<file path="config.mk">
export PLATFORM = sky130hd
export DESIGN_NAME = seq_divider
export DESIGN_NICKNAME = d
export VERILOG_FILES = /design/src/rtl/div_pkg.sv /design/src/rtl/div_step.sv /design/src/rtl/seq_divider.sv
export SDC_FILE = /design/constraint.sdc
export NUM_CORES = 1
export LEC_CHECK = 0
export ABC_AREA = 0
export BUFFER_PORTS_ARGS = -buffer_cell sky130_fd_sc_hd__buf_2
export CORE_ASPECT_RATIO = 1.2
export CORE_MARGIN = 2
export CORE_UTILIZATION = 40
export CTS_BUF_LIST = sky130_fd_sc_hd__clkbuf_4 sky130_fd_sc_hd__clkbuf_8
export DETAILED_ROUTE_END_ITERATION = 16
export PLACE_DENSITY = 0.69
export SLEW_MARGIN = 30
export SYNTH_ARGS = -nofsm -noshare
export SYNTH_HDL_FRONTEND = slang
export SYNTH_HIERARCHICAL = 1
export SYNTH_SLANG_ARGS = --single-unit
</file>
<file path="constraint.sdc">
create_clock -name clk -period 2.3 [get_ports clk]
set_clock_uncertainty 0.1 [all_clocks]
set_input_delay 0.46 -clock clk [delete_from_list [all_inputs] [get_ports clk]]
set_output_delay 0.46 -clock clk [all_outputs]
set_load 0.05 [all_outputs]
</file>
<file path="src/rtl/div_pkg.sv">
// Shared definitions for the sequential restoring divider: state encoding,
// default operand widths and the divide-by-zero quotient.
package div_pkg;

  localparam int unsigned DIV_DW = 8;
  localparam int unsigned DIV_VW = 4;

  typedef enum logic [1:0] {
    DIV_IDLE = 2'd0,
    DIV_CALC = 2'd1,
    DIV_DONE = 2'd2
  } div_state_e;

  // Quotient reported when the divisor is zero.
  localparam logic [DIV_DW-1:0] DIV_DBZ_QUOT = '1;

endpackage

</file>
<file path="src/rtl/div_step.sv">
// One combinational restoring-division step: shift in the next dividend bit,
// conditionally subtract the divisor and emit one quotient bit.
module div_step
  import div_pkg::*;
#(
  parameter int unsigned VW = DIV_VW
) (
  input  logic [VW:0]   rem_i,
  input  logic          q_msb_i,
  input  logic [VW-1:0] divisor_i,
  output logic [VW:0]   rem_o,
  output logic          q_bit_o
);

  logic [VW+1:0] trial;
  logic [VW+1:0] diff;

  // rem_i is always below the divisor, so its top bit is zero and the
  // shifted trial value fits in VW+1 bits after either branch.
  always_comb begin
    trial   = {rem_i, q_msb_i};
    diff    = trial - (VW+2)'(divisor_i);
    q_bit_o = (trial >= (VW+2)'(divisor_i));
    rem_o   = q_bit_o ? (VW+1)'(diff) : (VW+1)'(trial);
  end

endmodule

</file>
<file path="src/rtl/seq_divider.sv">
// Sequential unsigned restoring divider, one quotient bit per clock, with
// valid/ready handshakes on both the operand and result sides.
module seq_divider
  import div_pkg::*;
#(
  parameter int unsigned DW = DIV_DW,
  parameter int unsigned VW = DIV_VW
) (
  input  logic          clk,
  input  logic          reset,
  input  logic          in_valid,
  output logic          in_ready,
  input  logic [DW-1:0] dividend,
  input  logic [VW-1:0] divisor,
  output logic          out_valid,
  input  logic          out_ready,
  output logic [DW-1:0] quotient,
  output logic [VW-1:0] remainder,
  output logic          div_by_zero
);

  localparam int unsigned CW = (DW > 1) ? $clog2(DW) : 1;

  div_state_e    state_q, state_d;
  logic [CW-1:0] cnt_q, cnt_d;
  logic [DW-1:0] quot_q, quot_d;
  logic [VW:0]   rem_q, rem_d;
  logic [VW-1:0] dvs_q, dvs_d;
  logic          dbz_q, dbz_d;
  logic          in_ready_q, in_ready_d;
  logic          out_valid_q, out_valid_d;

  logic [VW:0]   step_rem;
  logic          step_bit;

  div_step #(.VW(VW)) u_step (
    .rem_i     (rem_q),
    .q_msb_i   (quot_q[DW-1]),
    .divisor_i (dvs_q),
    .rem_o     (step_rem),
    .q_bit_o   (step_bit)
  );

  always_ff @(posedge clk or posedge reset) begin
    if (reset) begin
      state_q     <= DIV_IDLE;
      cnt_q       <= '0;
      quot_q      <= '0;
      rem_q       <= '0;
      dvs_q       <= '0;
      dbz_q       <= 1'b0;
      in_ready_q  <= 1'b1;
      out_valid_q <= 1'b0;
    end else begin
      state_q     <= state_d;
      cnt_q       <= cnt_d;
      quot_q      <= quot_d;
      rem_q       <= rem_d;
      dvs_q       <= dvs_d;
      dbz_q       <= dbz_d;
      in_ready_q  <= in_ready_d;
      out_valid_q <= out_valid_d;
    end
  end

  always_comb begin
    state_d = state_q;
    cnt_d   = cnt_q;
    quot_d  = quot_q;
    rem_d   = rem_q;
    dvs_d   = dvs_q;
    dbz_d   = dbz_q;

    unique case (state_q)
      DIV_IDLE: begin
        if (in_valid) begin
          if (divisor != '0) begin
            quot_d  = dividend;
            dvs_d   = divisor;
            rem_d   = '0;
            dbz_d   = 1'b0;
            cnt_d   = CW'(DW - 1);
            state_d = DIV_CALC;
          end else begin
            quot_d  = '1;
            rem_d   = '0;
            dbz_d   = 1'b1;
            state_d = DIV_DONE;
          end
        end
      end
      DIV_CALC: begin
        rem_d  = step_rem;
        quot_d = {quot_q[DW-2:0], step_bit};
        if (cnt_q == '0) begin
          state_d = DIV_DONE;
        end else begin
          cnt_d = cnt_q - CW'(1);
        end
      end
      DIV_DONE: begin
        if (out_ready) begin
          state_d = DIV_IDLE;
        end
      end
      default: state_d = DIV_IDLE;
    endcase

    // Handshake flags are registered copies of the next-state decode.
    in_ready_d  = (state_d == DIV_IDLE);
    out_valid_d = (state_d == DIV_DONE);
  end

  assign in_ready    = in_ready_q;
  assign out_valid   = out_valid_q;
  assign quotient    = quot_q;
  assign remainder   = rem_q[VW-1:0];
  assign div_by_zero = dbz_q;

endmodule

</file>
# After elaboration in Yosys (flattened, before gate mapping)
# Index checks and enable logic that the tools add are counted.
# totals
regBits,25
in_bits,16
# op_classes
add_sub_neg,2
order_cmp,1
n_eq_ne,6
n_mux,16
reduce_logical,9
# ops
operator,count
8-bit 2-to-1 mux,2
8-bit case mux with 2 select lines,1
5-bit 2-to-1 mux,2
5-bit case mux with 2 select lines,1
3-bit 2-to-1 mux,3
2-bit 2-to-1 mux,4
6-bit by 4-bit >= comparator with 1-bit output,1
"2-bit != test, second input constant",3
2-bit case mux with 3 select lines,1
3-bit case mux with 2 select lines,1
5-bit by 4-bit subtractor with 5-bit output,1
"2-bit equality test, second input constant",2
2-bit logical NOT,2
2-bit AND reduction,2
4-bit AND reduction,1
4-bit nonzero test,1
3-bit logical NOT,1
3-bit AND reduction,1
"3-bit by 1-bit subtractor with 3-bit output, second input constant",1
"2-bit by 1-bit equality test with 1-bit output, second input constant",1
2-bit nonzero test,1
1-bit 2-to-1 mux,1

# Depth between registers and ports, before layout
# Gate-level depths: netlist (run 1).
# logic_depth
word_depth,5
ltp_mapped,9
mapped_depth_nobuf,9

# Cells and area by module
# The synthesis (run 1) kept the hierarchy.
# modules_own_cells
mod,instances,cells_per_inst,area_each_um2,seq_area_each_um2
seq_divider,1,106,1138.6,626.9
div_step,1,29,234.0,0.0

# Worst setup path before layout (run 1)
# No wires, ideal clock.
# synth_timing
path_type,flip-flop to flip-flop
from,"register quot_q[7], in the netlist quotient[7]"
to,register rem_q[1]
setup_time_ps,121
t_arrival_ps,2509
setup_slack_ps,-430
path_stages_with_launch,9
synth_period_minus_slack_ps,2730
path_cell_list,dfrtp_1 inv_1 ha_1 inv_1 fa_1 a21o_2 a2111oi_4 mux2_4 a22o_1
# synth_via
elab_chain_cells,3
# synth_rtl
element,line_no,rtl
start: declaration,seq_divider.sv:26,"logic [DW-1:0] quot_q, quot_d;"
start signal: assignment,seq_divider.sv:57,quot_q <= quot_d;
5-bit by 4-bit subtractor with 5-bit output or 6-bit by 4-bit >= comparator with 1-bit output (tied branches),"div_step.sv:22, div_step.sv:23",
5-bit 2-to-1 mux *,div_step.sv:24,rem_o = q_bit_o ? (VW+1)'(diff) : (VW+1)'(trial);
via step_rem[1],seq_divider.sv:33,logic [VW:0] step_rem;
5-bit case mux with 2 select lines *,seq_divider.sv:74,unique case (state_q)
end signal: assignment,seq_divider.sv:58,rem_q <= rem_d;
end: declaration,seq_divider.sv:27,"logic [VW:0] rem_q, rem_d;"
# Mark *: on every way through the listed nets, which the timed path passes. The rest lies on a longest branch.
# A chain may end at the register's enable or synchronous reset.

# Worst setup path in the final report (run 1)
# Ends and elaborated chain as after synthesis.

==> impl_metrics.env, run 1 <==
export IMPL_crit_fanout=2
export IMPL_die_w_um=57.48
export IMPL_seq_area_frac_synth_pct=45.67
export IMPL_tightest_slew_ps=464.2
export IMPL_place_inst=200
export IMPL_fill_cells=297
export IMPL_min_path_type="in -> async"
export IMPL_synthTopCellsByArea="dfrtp_1 (44%), ha_1 (5.5%), a22o_1 (4.5%), o31ai_1 (4.4%), nand2_1 (4.1%)"
export IMPL_violations="setup timing"
export IMPL_clockBufferDepth=2
export IMPL_yosysTopAreaCell="dfrtp_1"
export IMPL_fin_nets=192
export IMPL_syn_inst=135
export IMPL_end_kind="flip-flop"
export IMPL_layout_drive_gt1_share_pct=34.52
export IMPL_yosys_area_share_simple_pct=16.41
export IMPL_drt_vias_per_instance=5.341
export IMPL_drt_iter0_drc=38
export IMPL_multi_input_area_um2=663.1
export IMPL_postSynthAreaPerCell_um2=10.17
export IMPL_cp_slowest_cell="dfrtp_2"
export IMPL_synthXorXnorAreaFrac_pct=1.276
export IMPL_detail_route_antenna_nets=0
export IMPL_cts_sinks=25
export IMPL_initial_core_util_pct=41.47
export IMPL_grt_pass1_wl_um=5223
export IMPL_grt_max_degree=23
export IMPL_crit_type="reg -> reg"
export IMPL_die_h_um=68.17
export IMPL_final_cells=205
export IMPL_seqCellArea_um2=628.1
export IMPL_hold_viol_final=0
export IMPL_period_share_pct=100.5
export IMPL_yosysTopAreaCellShare_pct=43.76
export IMPL_setup_viol=1
export IMPL_portBuffers=30
export IMPL_syn_area_um2=1373
export IMPL_max_stage_delay_ps=410
export IMPL_arrival_ps=2380
export IMPL_grt_pass1_vias=1181
export IMPL_final_common_cell="buf_2"
export IMPL_max_freq_mhz=432.6
export IMPL_firstDrtPassIters=4
export IMPL_core_um2=3309
export IMPL_dieArea_um2=3918
export IMPL_antenna_cells=0
export IMPL_ctsHtreeMaxLevel=1
export IMPL_crit_chain="inv_2 > ha_4 > inv_2 > fa_2 > a21o_4 > a2111oi_4 > mux2_4 > a22o_1"
export IMPL_synth_compound_area_share_pct=18.96
export IMPL_place_gp_congestion=0.7741
export IMPL_crit_path_frequent_cell="inv_2"
export IMPL_synthMuxAreaShare_pct=2.917
export IMPL_synth_cell_types=37
export IMPL_antenna_found_initial=0
export IMPL_cts_tree="done"
export IMPL_synthAdderAreaFrac_pct=6.928
export IMPL_post_route_drc_count=0
export IMPL_clockRootBuffer="clkbuf_8"
export IMPL_vias=1095
export IMPL_row_count=23
export IMPL_period_needed_ps=2312
export IMPL_clk_pin_slew_ps=90
export IMPL_start_kind="flip-flop"
export IMPL_synth_top_family_by_area="compound AO/OA/AOI/OAI gates"
export IMPL_synth_warnings=6
export IMPL_gr_usage_all_layers_pct=17.28
export IMPL_dp_hpwl_um=2258
export IMPL_areaGrowthSynthToFinish_pct=20.15
export IMPL_status="complete, but fails checks"
export IMPL_ys_ff_latch=25
export IMPL_mostFrequentLayoutCells="buf_2 (30), dfrtp_1 (23), nand2_1 (15)"
export IMPL_ios=31
export IMPL_relSlewSlack_pct=69.05
export IMPL_cap_violations=0
export IMPL_drv_slew=0
export IMPL_cp_required_ps=2370
export IMPL_syn_nets=158
export IMPL_wl_per_cell_um=14.55
export IMPL_fin_ws_ps=-11.51
export IMPL_clock_latency_ps=270
export IMPL_drt_total_wl_um=2983
export IMPL_grt_setup_unrepaired="true"
export IMPL_grt_overflow_total=0
export IMPL_cts_made_buffers=3
==> Yosys cell counts (all sizes together) <==
cell     count
dfstp        1
inv         12
o211ai       2
o21bai       1
and3         2
a22o         8
a31oi        2
xor2         1
a41o         1
clkbuf       3
nor2b        1
or4          1
ha           6
buf          7
dfrtp       24
mux2i        1
o21ai        5
nand2       15
and2         1
xnor2        1
nand2b       3
nand3        1
nor3b        1
mux2         2
o31ai        8
nor2         8
a2111oi      1
a21oi        3
or3b         1
a21o         2
fa           1
nor3         8
nor4         1
==> cells by family (layout without fill, tap and decap cells) <==
kind of cell,count (synthesis),count (layout)
compound gates,33,33
xor+xnor,2,2
buf+inv,22,55
mux,3,3
simple gates,43,43
flops,25,25
fa+ha+maj,7,7
==> timing repair <==
item                                    CTS  global route
buffers inserted                          0             1
resized for setup                         0             8
pin swaps                                 0             3
endpoints found under the setup margin    1             5
hold buffers                              0             0
==> final timing paths <==
kind                       depth (start not counted)          end         from  slack [ps]
setup / recovery                                   8     rem_q[1]  quotient[7]         -10
hold / removal                                     2  quotient[4]        reset          40
setup reg to reg                                   8     rem_q[1]  quotient[7]         -10
hold reg to reg                                    1     dvs_q[3]     dvs_q[3]         410
max in group asynchronous                          3  quotient[7]        reset        1490
min in group clk                                   2     dvs_q[2]   divisor[2]         370
==> metal layers <==
layer | vias up | global-route usage (%) | part of all wire, %
met2 | 20 | 31.96 | 55
met3 | 6 | 2.457 | 3.3
li1 | 534 | - | -
met1 | 535 | 19.50 | 40
met4 | 0 | 8.140 | 2.0
met5 | - | 0 | 0
==> through the flow <==
| stage | worst slack, ps | hold slack, ps | cell area [um2] | TNS [ps] | util (%) |
|---|---|---|---|---|---|
| finish | -11.51 | 38.77 | 1649 | -11.51 | 49.83 |
| global route | -58.96 | 62.67 | 1649 | -155.4 | 49.83 |
| CTS | -22.56 | 34.61 | 1619 | -22.56 | 48.92 |
| detailed placement | -8.398 | 330.0 | 1570 | -8.398 | 47.45 |
| global placement | 51.67 | 334.7 | 1570 | 0 | 47.45 |
| floorplan | -201.2 | 366.0 | 1376 | -285.9 | - |
==> worst max-delay path: cells and delay by family, from the launching register on <==
family	cells	cell delay [ps]
AOI/OAI and AO/OA	3	790
adders and majority gates	2	470
buffers and inverters	2	100
DFF	1	410
muxes	1	330
==> cell type report <==
cell class / instances / share of cell area (%)
clock buffers: 4 / 2.959
inverters: 12 / 2.731
multi-input cells: 88 / 40.21
flip-flops and latches: 25 / 38.09
well taps: 37 / 2.807
repair buffers: 39 / 13.20
==> sequential cells by signal, summed over array words and instances (netlist names) <==
name         cells
in_ready         1
state_q          2
dvs_q            4
div_by_zero      1
quotient         8
rem_q            5
out_valid        1
cnt_q            3
Power of run 1 is left out: the tool's default activity adds up to more than one toggle a clock period on the data nets, which glitch-free logic cannot reach.
==> run 2: changes to the inputs <==
--- a/constraint.sdc
+++ b/constraint.sdc
@@ -4,2 +4,2 @@
 set_output_delay 0.46 -clock clk [all_outputs]
-set_load 0.05 [all_outputs]
+set_load 0.01 [all_outputs]
==> impl_metrics.env, run 2 (synthesized netlist as in run 1, its figures left out) <==
export IMPL_status="complete, but fails checks"
export IMPL_violations="setup timing"
export IMPL_final_common_cell="buf_2"
export IMPL_power_density_nw_per_um2=1630
export IMPL_max_freq_mhz=434.7
export IMPL_core_um2=3309
export IMPL_gr_usage_all_layers_pct=15.78
export IMPL_p_sw_w=0.001105
export IMPL_tightest_slew_ps=548.4
export IMPL_initial_core_util_pct=41.47
export IMPL_swShare_pct=41.03
export IMPL_holdWs_ps=113.9
export IMPL_clock_latency_ps=280
export IMPL_cts_tree="done"
export IMPL_end_kind="flip-flop"
export IMPL_grt_max_degree=23
export IMPL_grt_setup_unrepaired="true"
export IMPL_period_share_pct=100.0
export IMPL_crit_fanout=2
export IMPL_cp_top_family="compound AO/OA/AOI/OAI gates"
export IMPL_firstDrtPassIters=4
export IMPL_fill_cells=294
export IMPL_multi_input_area_um2=646.9
export IMPL_row_count=23
export IMPL_drv_slew=0
export IMPL_ctsHtreeMaxLevel=1
export IMPL_drt_vias_per_instance=5.175
export IMPL_drt_total_wl_um=2917
export IMPL_seq_power_share_pct=30.5
export IMPL_arrival_ps=2370
export IMPL_clk_pin_slew_ps=90
export IMPL_relSlewSlack_pct=63.40
export IMPL_antenna_cells=0
export IMPL_cp_slowest_cell="dfrtp_1"
export IMPL_drt_iter0_drc=22
export IMPL_dieArea_um2=3918
export IMPL_grt_overflow_total=0
export IMPL_clockBufferDepth=2
export IMPL_antenna_found_initial=0
export IMPL_power_total_w=0.002692
export IMPL_areaGrowthSynthToFinish_pct=20.33
export IMPL_crit_type="reg -> reg"
export IMPL_largest_reg_flops=8
export IMPL_fin_nets=193
export IMPL_cts_made_buffers=3
export IMPL_cap_violations=0
export IMPL_clockRootBuffer="clkbuf_8"
export IMPL_detail_route_antenna_nets=0
export IMPL_period_needed_ps=2300
export IMPL_grt_pass1_wl_um=4636
export IMPL_p_leak_nw=0.8106
export IMPL_comb_power_share_pct=59.5
export IMPL_die_w_um=57.48
export IMPL_cp_required_ps=2370
export IMPL_cts_sinks=25
export IMPL_clock_power_share_pct=10.0
export IMPL_vias=1066
export IMPL_hold_viol_final=0
export IMPL_worst_path_buf_inv=2
export IMPL_seqCellArea_um2=626.9
export IMPL_mostFrequentLayoutCells="buf_2 (30), dfrtp_1 (24), nand2_1 (15)"
export IMPL_intPower_w=0.001587
export IMPL_grt_pass1_vias=1035
export IMPL_layout_drive_gt1_share_pct=32.54
export IMPL_dp_hpwl_um=2256
export IMPL_min_path_type="in -> async"
export IMPL_fin_ws_ps=-0.4134
export IMPL_setup_viol=1
export IMPL_portBuffers=30
export IMPL_vdd_ir_drop_max_uv=989.7
export IMPL_post_route_drc_count=0
export IMPL_max_stage_delay_ps=380
export IMPL_ios=31
export IMPL_die_h_um=68.17
export IMPL_crit_chain="inv_1 > ha_1 > inv_2 > fa_2 > a21o_4 > a2111oi_4 > mux2_4 > a22o_1"
export IMPL_wl_per_cell_um=14.16
export IMPL_start_kind="flip-flop"
export IMPL_place_gp_congestion=0.8327
run 2: timing repair:
action	in CTS	in global routing
gates resized for setup	0	5
setup endpoints to repair	1	5
setup buffers	0	1
pin swaps	0	1
hold buffers	0	0
run 2: area by class of cell:
| type | count | share of cell area (%) |
|---|---|---|
| multi-input cells | 88 | 39.17 |
| flip-flops and latches | 25 | 37.95 |
| repair buffers | 40 | 14.39 |
| well taps | 37 | 2.803 |
| inverters | 12 | 2.727 |
| clock buffers | 3 | 2.500 |
| clock inverters | 1 | 0.4545 |
run 2: worst reg2reg max path, cell delays in order, from the launching register on:
cell	delay [ps]
dfrtp_1	380
inv_1	60
ha_1	150
inv_2	50
fa_2	350
a21o_4	220
a2111oi_4	350
mux2_4	330
a22o_1	200
run 2: power by group through the flow:
stage / sequential [W] / clock, W / combinational, W
after floorplan: 0.000838 / 0 / 0.00112
after global placement: 0.000814 / 0 / 0.00148
after detailed placement: 0.000831 / 0 / 0.00154
after CTS: 0.000825 / 0.000281 / 0.00155
after global routing: 0.000845 / 0.000302 / 0.00176
final: 0.000821 / 0.000270 / 0.00160
run 2: final timing paths:
| kind | from | endpoint | slack [ps] | cells after the start |
|---|---|---|---|---|
| worst max register to register | quotient[7] | rem_q[1] | -0.4 | 8 |
| worst min-delay path | reset | rem_q[2] | 110 | 2 |
| max in group asynchronous | reset | in_ready | 1440 | 3 |
| worst min register to register | quotient[4] | quotient[4] | 410 | 2 |
| worst max-delay path | quotient[7] | rem_q[1] | -0.4 | 8 |
| min in group clk | divisor[1] | dvs_q[1] | 370 | 2 |
run 2: per-layer routing:
metal,global-route usage (%),vias up,part of all wire [%]
met4,6.977,0,1.5
li1,-,537,-
met2,27.56,17,52
met5,0,-,0
met3,2.836,5,3.2
met1,19.00,507,43
run 2: per-stage QoR:
step                      cells  worst slack, ps  instance area [um2]  utilization, %  TNS (ps)
after floorplan             135           -99.98                 1375               -    -99.98
after global placement      201            66.02                 1589           48.02         0
after detailed placement    201            21.72                 1589           48.02         0
after CTS                   205           -12.87                 1638           49.49    -12.87
after global routing        206           -48.06                 1652           49.91    -87.34
final                       206          -0.4134                 1652           49.91   -0.4134
(Power assumes the default switching activity.)
==> run 3: changes to the inputs <==
BUFFER_PORTS_ARGS = unset   (was -buffer_cell sky130_fd_sc_hd__buf_2)
DONT_BUFFER_PORTS = 1   (was unset)
GPL_ROUTABILITY_DRIVEN = 0   (was unset)
PLACE_DENSITY = 0.61   (was 0.69)
==> impl_metrics.env, run 3 (synthesized netlist as in run 1, its figures left out) <==
export IMPL_cap_violations=0
export IMPL_cp_required_ps=2360
export IMPL_hold_viol_final=0
export IMPL_final_common_cell="dfrtp_1"
export IMPL_die_w_um=57.48
export IMPL_fin_nets=165
export IMPL_cts_sinks=25
export IMPL_dp_hpwl_um=2090
export IMPL_grtUsageMet1_pct=22.87
export IMPL_areaGrowthSynthToFinish_pct=9.571
export IMPL_ctsHtreeMaxLevel=1
export IMPL_antenna_cells=0
export IMPL_comb_power_share_pct=55.9
export IMPL_largest_reg_flops=8
export IMPL_crit_fanout=2
export IMPL_max_freq_mhz=434.9
export IMPL_setup_viol=0
export IMPL_min_path_type="in -> async"
export IMPL_antenna_found_initial=0
export IMPL_grt_pass1_wl_um=5071
export IMPL_dieArea_um2=3918
export IMPL_wl_per_cell_um=16.06
export IMPL_end_kind="flip-flop"
export IMPL_grt_setup_unrepaired="true"
export IMPL_relSlewSlack_pct=71.33
export IMPL_tightest_slew_ps=430.0
export IMPL_cts_made_buffers=3
export IMPL_period_needed_ps=2300
export IMPL_die_h_um=68.17
export IMPL_grt_overflow_total=0
export IMPL_drv_slew=0
export IMPL_p_sw_w=0.001060
export IMPL_crit_type="reg -> reg"
export IMPL_vias=984
export IMPL_final_setup_tns_ps=0
export IMPL_top_usage_layer="met2"
export IMPL_power_density_nw_per_um2=1712
export IMPL_gr_usage_met2_pct=27.41
export IMPL_drt_iter0_drc=33
export IMPL_clock_latency_ps=260
export IMPL_p_leak_nw=0.6976
export IMPL_ios=31
export IMPL_mostFrequentLayoutCells="dfrtp_1 (24), nand2_1 (15), buf_4 (12)"
export IMPL_status="completed"
export IMPL_drt_total_wl_um=2858
export IMPL_intPower_w=0.001515
export IMPL_layout_drive_gt1_share_pct=19.15
export IMPL_grt_max_degree=26
export IMPL_portBuffers=0
export IMPL_clockRootBuffer="clkbuf_8"
export IMPL_initial_core_util_pct=41.47
export IMPL_detail_route_antenna_nets=0
export IMPL_start_kind="flip-flop"
export IMPL_seq_power_share_pct=33.7
export IMPL_cts_tree="done"
export IMPL_vdd_ir_drop_max_uv=1036
export IMPL_holdWs_ps=26.63
export IMPL_core_um2=3309
export IMPL_gr_usage_all_layers_pct=16.98
export IMPL_post_route_drc_count=0
export IMPL_clock_power_share_pct=10.4
export IMPL_grt_pass1_vias=988
export IMPL_grt_use_met3_pct=3.025
export IMPL_ctsHoldBuffers=0
export IMPL_drt_vias_per_instance=5.528
export IMPL_period_share_pct=99.98
export IMPL_clockBufferDepth=2
export IMPL_arrival_ps=2360
export IMPL_r2r_slack_ps=0.5
export IMPL_firstDrtPassIters=4
export IMPL_swShare_pct=41.17
export IMPL_row_count=23
export IMPL_clk_pin_slew_ps=90
==> run 3: critical path, stage by stage, from the launching register on <==
cell	delay [ps]
dfrtp_1	390
inv_1	60
ha_1	150
inv_2	50
fa_2	360
a21o_4	230
a2111oi_4	340
mux2_4	330
a22o_1	200
==> run 3: stage by stage <==
stage / std cells / area (um2) / util (%) / power (W) / worst slack [ps]
2_1_floorplan: 135 / 1375 / - / 0.001961 / -99.98
3_3_place_gp: 173 / 1441 / 43.55 / 0.002208 / 54.03
3_5_place_dp: 173 / 1441 / 43.55 / 0.002273 / 19.15
4_1_cts: 177 / 1490 / 45.03 / 0.002556 / -2.289
5_1_grt: 178 / 1504 / 45.44 / 0.002834 / -60.57
6_report: 178 / 1504 / 45.44 / 0.002575 / 0.4974
==> run 3: power groups by stage <==
stage               registers [W]  logic, W  clock network (W)
finish                   0.000869   0.00144           0.000267
global route             0.000901   0.00164           0.000298
CTS                      0.000871   0.00141           0.000278
detailed placement       0.000877   0.00140                  0
global placement         0.000868   0.00134                  0
floorplan                0.000838   0.00112                  0
==> run 3: metal layers <==
layer | vias up | share of wire (%)
li1 | 482 | -
met1 | 477 | 43
met2 | 23 | 51
met3 | 2 | 5.1
met4 | 0 | 0.87
met5 | - | 0
==> run 3: layout make-up <==
| type | instances | area [um2] |
|---|---|---|
| multi-input combinational | 88 | 646.9 |
| sequential | 25 | 626.9 |
| inverter | 12 | 45.04 |
| tap | 37 | 46.29 |
| timing repair buffer | 12 | 90.09 |
| fill | 307 | 1805 |
| clock buffer | 4 | 48.80 |
==> run 3: repair_timing <==
action | in CTS | in global routing
endpoints found under the setup margin | 1 | 5
buffers inserted | 0 | 1
resized for setup | 0 | 2
cloned | 0 | 0
pin swaps | 0 | 1
==> run 3: worst paths after layout <==
path	start	endpoint	depth (start not counted)
max in group asynchronous	reset	in_ready	2
hold reg to reg	dvs_q[3]	dvs_q[3]	1
setup reg to reg	quotient[7]	rem_q[1]	8
min in group clk	divisor[1]	dvs_q[1]	1
hold / removal	reset	quotient[6]	2
setup / recovery	quotient[7]	rem_q[1]	8
